**config.mk**
```make
export PLATFORM = sky130hd
export DESIGN_NAME = if_fetch
export DESIGN_NICKNAME = d
export VERILOG_FILES = /design/src/rtl/if_fetch.sv
export SDC_FILE = /design/constraint.sdc
export NUM_CORES = 1
export LEC_CHECK = 0
export ABC_AREA = 1
export BUFFER_PORTS_ARGS = -buffer_cell sky130_fd_sc_hd__buf_2
export CAP_MARGIN = 20
export CORE_MARGIN = 1
export CORE_UTILIZATION = 60
export CTS_CLUSTER_SIZE = 24
export DETAILED_ROUTE_END_ITERATION = 8
export PLACE_DENSITY = 0.88
export SYNTH_ARGS = -nofsm -noshare
export SYNTH_HDL_FRONTEND = slang
export SYNTH_SLANG_ARGS = --single-unit
export TNS_END_PERCENT = 50
```
**constraint.sdc**
```tcl
create_clock -name clk -period 4.1 [get_ports clk]
set_clock_uncertainty 0.1 [all_clocks]
set_input_delay 0.41 -clock clk [delete_from_list [all_inputs] [get_ports clk]]
set_output_delay 0.41 -clock clk [all_outputs]
set_load 0.02 [all_outputs]
```
**src/rtl/if_fetch.sv**
```systemverilog
// ----------------------------------------------------------------------------
// if_fetch -- instruction-fetch stage
//
// Walks the PC and assembles each 32-bit instruction from four little-endian
// byte reads on a byte-wide memory port. A finished instruction is presented
// on inst_o/pc_o with inst_valid_o and held until decode accepts it
// (inst_valid_o & ~stall_i). A taken branch/jump redirects fetch to a new PC
// from any state, dropping partial bytes and any held instruction.
//
// Ports
//   clk              clock, all state on rising edge
//   rst              synchronous, active-high reset
//   stall_i          decode cannot accept the held instruction this cycle
//   branch_i         taken branch/jump redirect (one-cycle pulse)
//   branch_target_i  redirect PC, used as-is (no alignment)
//   mem_req_o        registered byte read request
//   mem_addr_o       registered byte address of the request
//   mem_ack_i        byte read completes this cycle (counted only while
//                    mem_req_o=1)
//   mem_data_i       read byte, valid only with mem_ack_i
//   inst_valid_o     inst_o/pc_o hold a complete instruction
//   inst_o           assembled instruction
//   pc_o             address of inst_o
// ----------------------------------------------------------------------------
module if_fetch #(
  parameter logic [31:0] RESET_PC = 32'h0000_0000
) (
  input  logic        clk,
  input  logic        rst,
  input  logic        stall_i,
  input  logic        branch_i,
  input  logic [31:0] branch_target_i,
  output logic        mem_req_o,
  output logic [31:0] mem_addr_o,
  input  logic        mem_ack_i,
  input  logic [7:0]  mem_data_i,
  output logic        inst_valid_o,
  output logic [31:0] inst_o,
  output logic [31:0] pc_o
);

  localparam logic [0:0] ST_FETCH = 1'b0;
  localparam logic [0:0] ST_HOLD  = 1'b1;

  logic [0:0]  state_reg,      state_next;
  logic [1:0]  byte_cnt_reg,   byte_cnt_next;
  logic [31:0] fetch_pc_reg,   fetch_pc_next;
  logic        mem_req_reg,    mem_req_next;
  logic [31:0] mem_addr_reg,   mem_addr_next;
  logic        inst_valid_reg, inst_valid_next;
  logic [31:0] inst_reg,       inst_next;
  logic [31:0] pc_reg,         pc_next;

  // Lower three bytes of the instruction being collected; the fourth byte
  // goes straight from mem_data_i into inst_reg on the final ack.
  logic [23:0] buf_word;

  // An ack only counts against an outstanding request in FETCH; a redirect
  // in the same cycle discards it.
  logic ack_take;
  logic handoff;

  assign ack_take = (state_reg == ST_FETCH) & mem_req_reg & mem_ack_i;
  assign handoff  = inst_valid_reg & ~stall_i;

  // --------------------------------------------------------------------------
  // Byte lanes: lane gi captures the byte acked while byte_cnt == gi.
  // --------------------------------------------------------------------------
  genvar gi;
  generate
    for (gi = 0; gi < 3; gi++) begin : g_lane
      logic [7:0] lane_reg;
      logic       lane_we;

      assign lane_we = ack_take & ~branch_i & (byte_cnt_reg == 2'(gi));

      always_ff @(posedge clk) begin
        if (rst) begin
          lane_reg <= 8'h00;
        end else if (lane_we) begin
          lane_reg <= mem_data_i;
        end
      end

      assign buf_word[8*gi +: 8] = lane_reg;
    end
  endgenerate

  // --------------------------------------------------------------------------
  // Next-state logic
  // --------------------------------------------------------------------------
  always_comb begin
    state_next      = state_reg;
    byte_cnt_next   = byte_cnt_reg;
    fetch_pc_next   = fetch_pc_reg;
    mem_req_next    = mem_req_reg;
    mem_addr_next   = mem_addr_reg;
    inst_valid_next = inst_valid_reg;
    inst_next       = inst_reg;
    pc_next         = pc_reg;

    if (branch_i) begin
      // Redirect wins over handoff and over any same-cycle ack.
      state_next      = ST_FETCH;
      byte_cnt_next   = 2'd0;
      fetch_pc_next   = branch_target_i;
      mem_addr_next   = branch_target_i;
      mem_req_next    = 1'b1;
      inst_valid_next = 1'b0;
    end else begin
      case (state_reg)
        ST_FETCH: begin
          // Request is (re)asserted the cycle after reset release; it is
          // already 1 after any other entry into FETCH.
          mem_req_next = 1'b1;
          if (ack_take) begin
            if (byte_cnt_reg == 2'd3) begin
              inst_next       = {mem_data_i, buf_word};
              pc_next         = fetch_pc_reg;
              inst_valid_next = 1'b1;
              mem_req_next    = 1'b0;
              byte_cnt_next   = 2'd0;
              state_next      = ST_HOLD;
            end else begin
              byte_cnt_next = byte_cnt_reg + 2'd1;
              mem_addr_next = mem_addr_reg + 32'd1;
            end
          end
        end
        ST_HOLD: begin
          if (handoff) begin
            inst_valid_next = 1'b0;
            fetch_pc_next   = pc_reg + 32'd4;
            mem_addr_next   = pc_reg + 32'd4;
            mem_req_next    = 1'b1;
            state_next      = ST_FETCH;
          end
        end
        default: begin
          state_next = ST_FETCH;
        end
      endcase
    end
  end

  // --------------------------------------------------------------------------
  // State registers; reset dominates redirect and ack.
  // --------------------------------------------------------------------------
  always_ff @(posedge clk) begin
    if (rst) begin
      state_reg      <= ST_FETCH;
      byte_cnt_reg   <= 2'd0;
      fetch_pc_reg   <= RESET_PC;
      mem_req_reg    <= 1'b0;
      mem_addr_reg   <= RESET_PC;
      inst_valid_reg <= 1'b0;
      inst_reg       <= 32'h0;
      pc_reg         <= 32'h0;
    end else begin
      state_reg      <= state_next;
      byte_cnt_reg   <= byte_cnt_next;
      fetch_pc_reg   <= fetch_pc_next;
      mem_req_reg    <= mem_req_next;
      mem_addr_reg   <= mem_addr_next;
      inst_valid_reg <= inst_valid_next;
      inst_reg       <= inst_next;
      pc_reg         <= pc_next;
    end
  end

  assign mem_req_o    = mem_req_reg;
  assign mem_addr_o   = mem_addr_reg;
  assign inst_valid_o = inst_valid_reg;
  assign inst_o       = inst_reg;
  assign pc_o         = pc_reg;

endmodule

```
[Word level (Yosys, flattened, before mapping)]
Index checks and enable logic that the tools add are counted.
Word-level totals
  register bits after elaboration: 157
  logic and storage cells: 63
Cells by class
  add/subtract/negate cells: 3
  equal/unequal tests: 9
  muxes and demuxes: 21
  bitwise gates (word level): 10
  reduce and logical (&&, ||, !) cells: 9
Operator list (number)
  $mux W32: 6
  $pmux W32 S2: 1
  $add A32 B1 Y32 const B: 1
  $add A32 B3 Y32 const B: 1
  $mux W1: 10
  $and A1 B1 Y1: 7
  $ne A3 B3 Y1 const B: 2
  $pmux W1 S2: 3
  $reduce_and A3 Y1: 2
  $eq A2 B2 Y1 const B: 2
  $ne A2 B1 Y1 const B: 2
  $reduce_and A2 Y1: 2
  $reduce_and A4 Y1: 1
  $reduce_bool A2 Y1: 2
  $ne A3 B2 Y1 const B: 1
  $not A1 Y1: 3
  $add A2 B1 Y2 const B: 1
  $eq A2 B1 Y1 const B: 1
  $logic_not A2 Y1: 1
  $mux W2: 1
  $ne A2 B2 Y1 const B: 1
  $reduce_or A2 Y1: 1

[Longest topological paths before layout]
  depth in word-level cells: 6
  gate-level depth with buffers: 12

[Worst setup path after synthesis]
OpenSTA, ideal clock, no wires.
  kind: reg2reg
  start point: register pc_reg[2], in the netlist pc_o[2]
  end point: register mem_addr_reg[30], in the netlist mem_addr_o[30]
  library setup time: 0.109 ns
  arrival time: 1.544 ns
  slack: 2.347 ns
  stages on the path, launching flop included: 13
  path buffers: 0
  clock period less this slack: 1.753 ns
  cell sequence: dfxtp_1 ha_1 nand2_2 nor2_4 nand2_2 nor2_4 nand2_1 nand2_1 nand2_1 nand2_1 nand3_1 nand2_1 inv_1
On the way
  word-level cells in the longest chain between the ends: 4
RTL lines
  from (decl): line 52  | logic [31:0] pc_reg, pc_next;
  from (signal assigned): line 167  | pc_reg <= pc_next;
  $add A32 B3 Y32: line 134  | mem_addr_next = pc_reg + 32'd4;
  $mux W32: line 131  | if (handoff) begin
  $pmux W32 S2: line 111  | case (state_reg)
  $mux W32: line 102  | if (branch_i) begin
  to (signal assigned): line 164  | mem_addr_reg <= mem_addr_next;
  to (decl): line 49  | logic [31:0] mem_addr_reg, mem_addr_next;
Every way passes these cells. The select of a mux whose other input is x is not followed.
A chain may end at the register's enable or synchronous reset.

[Final worst setup path]
  start point: register state_reg
  end point: register fetch_pc_reg[14]
On the way
  word-level cells in the longest chain between the ends: 2
RTL lines
  from (decl): line 45  | logic [0:0] state_reg, state_next;
  from (signal assigned): line 160  | state_reg <= state_next;
  $reduce_bool A2 Y1 (no source line)
  $reduce_and A2 Y1 (no source line)
  to (signal assigned): line 162  | fetch_pc_reg <= fetch_pc_next;
  to (decl): line 47  | logic [31:0] fetch_pc_reg, fetch_pc_next;
Every way passes these cells.

==> impl_results.md <==
* Status: finished clean
* Detailed Route WL at 25.2 mm
* Clk Latency, worst-skew pair at 0.44 ns
* Full die area at 14100 um2
* First-pass DRT Iterations at 6
* Async set-reset flop share out of synthesis at 0%
* Main flop type after synthesis: dfxtp_1
* Vias per cell at 5.80
* Final-stage net count at 1396
* CP endpoint kind: flip-flop
* Yosys warns at 0
* Area Overhead vs Synth at 15.8%
* Number of global-route vias before repair at 8082
* Critical path type: reg2reg
* # DRC at 0
* Post-CTS setup buffers at 0
* HPWL after DPL at 17.7 mm
* ANT cells at 0
* Clk root buf: clkbuf_16
* Via count at 8898
* First-pass GRT wire length at 40.1 mm
* Netlist Area Pre-Place at 8160 um2
* Fin Setup TNS at 0 ns
* Resize count post-CTS at 0
* Worst slew pin tran at 0.874 ns
* Avg Inst Size Synth at 6.59 um2
* GP Congestion at 0.987
* Seq/Total Area, Yosys at 38.5%
* Syn_nets at 1288
* Peak Freq at 0.372 GHz
* Min-delay worst type: in2reg
* Fin. max-slew vios at 0
* Area of the core at 13200 um2
* Overall routing resource usage at 36.2%
* Required time of the critical path at 4.33 ns
* IO Port Bufs at 142
* Post-synth EDFFs at 0
* Clock sink count at 157
* CTS tree: built
* CTS max path bufs at 2
* Netlist cell types at 38
* Share of cells above drive strength 1 at 16.0%
* Maximum vdd drop at 0.334 mV
* Antenna-violating nets left at 0
* Initial Utilization at 61.6%
* Yosys reg bits at 157
* Reg2reg setup slack at 1.41 ns
* Largest net degree at the start of global routing at 71
* GR Overflow Total at 0
* Final hold vios at 0
* Rel. slew slack at 41.6%
* Finish-stage setup viols at 0
* RSZ-0062 raised after global routing: no
* Die Y at 119 um
* Crit share post-route at 65.6%
* Worst setup SP type: flip-flop
* Leakage at 4.28 nW
* Final Critical Period at 2.69 ns
* Die width at 119 um
* Initial DRC count at 1087
* CTS Hold Bufs at 0
* Clk pin slew, worst setup/hold paths at 0.06 ns
* Critical Path AT at 2.92 ns
* Fill cells at 1152
* Max-cap viol count at 0
* Initial antenna violation count at 0
* CTS buffer count at 17
* Mapped Cells at 1237
* Critical path peak fanout at 26
* Wire length per cell at 16.5 um
* DP Worst Slack at 1.45 ns
* H-tree levels at 4
* Cell row count at 42
* Power per cell area at 378 nW/um2
* I/O pin cnt at 143
* Post-route setup slack at 1.41 ns
==> metal layers <==
layer  share of wire (%)  track usage (%)  wire length (um)
met1                  39             44.9              9730
met2                  46             58.5             11700
met3                 9.3             6.27              2350
met4                 5.7             21.8              1450
met5                   0                0                 0
==> cells in the mapped netlist (5+ instances only) <==
master / number / area share, %
nor2_1: 125 / 5.8
nor2_4: 12 / 1.7
inv_1: 142 / 6.5
o211ai_1: 5 / 0.46
inv_2: 5 / 0.23
nor2_2: 8 / 0.61
ha_1: 6 / 0.92
nand2_2: 5 / 0.38
dfxtp_1: 157 / 39
nand2_1: 275 / 13
xor2_1: 8 / 0.86
a31oi_1: 8 / 0.61
a21oi_1: 139 / 8.5
nand3_1: 92 / 5.6
o21ai_1: 9 / 0.55
buf_2: 26 / 1.6
o21ai_0: 142 / 8.7
clkbuf_1: 27 / 1.2
==> critical path, cell delays in order (launching register included) <==
cell and delay (ns):
dfxtp_1 0.75, nand2_1 0.18, nand2_1 0.65, inv_2 0.40
a22o_1 0.28, o21ai_0 0.17, inv_1 0.05
==> cell families after synthesis <==
kind of cell | synth area share (%)
simple gates | 28.7
compound gates | 20.5
buf+inv | 10.4
flops | 38.5
xor+xnor | 0.967
fa+ha+maj | 0.921
==> metrics by stage <==
step	util [%]	cells	total power [mW]	area [um2]	hold WS [ns]
floorplan	-	1237	1.88	8160	0.329
global placement	66.7	1501	1.99	8840	0.338
detailed placement	66.7	1501	2.00	8840	0.343
CTS	71.2	1532	3.56	9430	0.149
global route	71.3	1533	3.67	9450	0.181
finish	71.3	1533	3.57	9450	0.169
==> layout by cell type (no fill, tap or decap), types with 5 or more instances in the layout <==
cell type  instances
nor2_4            12
buf_2            142
nand2_1          275
o21ai_1            9
a21oi_1          139
buf_4              5
o21ai_0          142
inv_2              5
nand3_1           92
ha_1               6
dfxtp_1          157
o211ai_1           5
a31oi_1            8
clkbuf_16         17
nor2_1           125
nor2_2             8
nand2_2            5
xor2_1             8
inv_1            142
==> report_power, final <==
part	total [mW]	leakage (nW)	switching, mW	internal [mW]
logic	0.343	2.72	0.230	0.112
clock network	1.59	0.282	0.663	0.930
registers	1.63	1.28	0.0558	1.58
total	3.57	4.28	0.949	2.62
==> area by class of cell <==
class / instances / area [um2] / share of cell area [%]
multi-input combinational: 872 / 4160 / 44.0
inverter: 149 / 564 / 5.97
clock buffer: 19 / 453 / 4.80
clock inverter: 12 / 136 / 1.44
timing repair buffer: 148 / 768 / 8.13
sequential: 157 / 3140 / 33.3
tap: 176 / 220 / 2.33
==> worst paths after layout <==
path,endpoint,from,cells after the start
min reg2reg,inst_o[14],g_lane[1].lane_reg[6],2
max,fetch_pc_reg[14],state_reg,6
min,fetch_pc_reg[29],branch_target_i[29],3
max reg2reg,fetch_pc_reg[14],state_reg,6
Note: power is estimated with default switching activity, not from simulation.
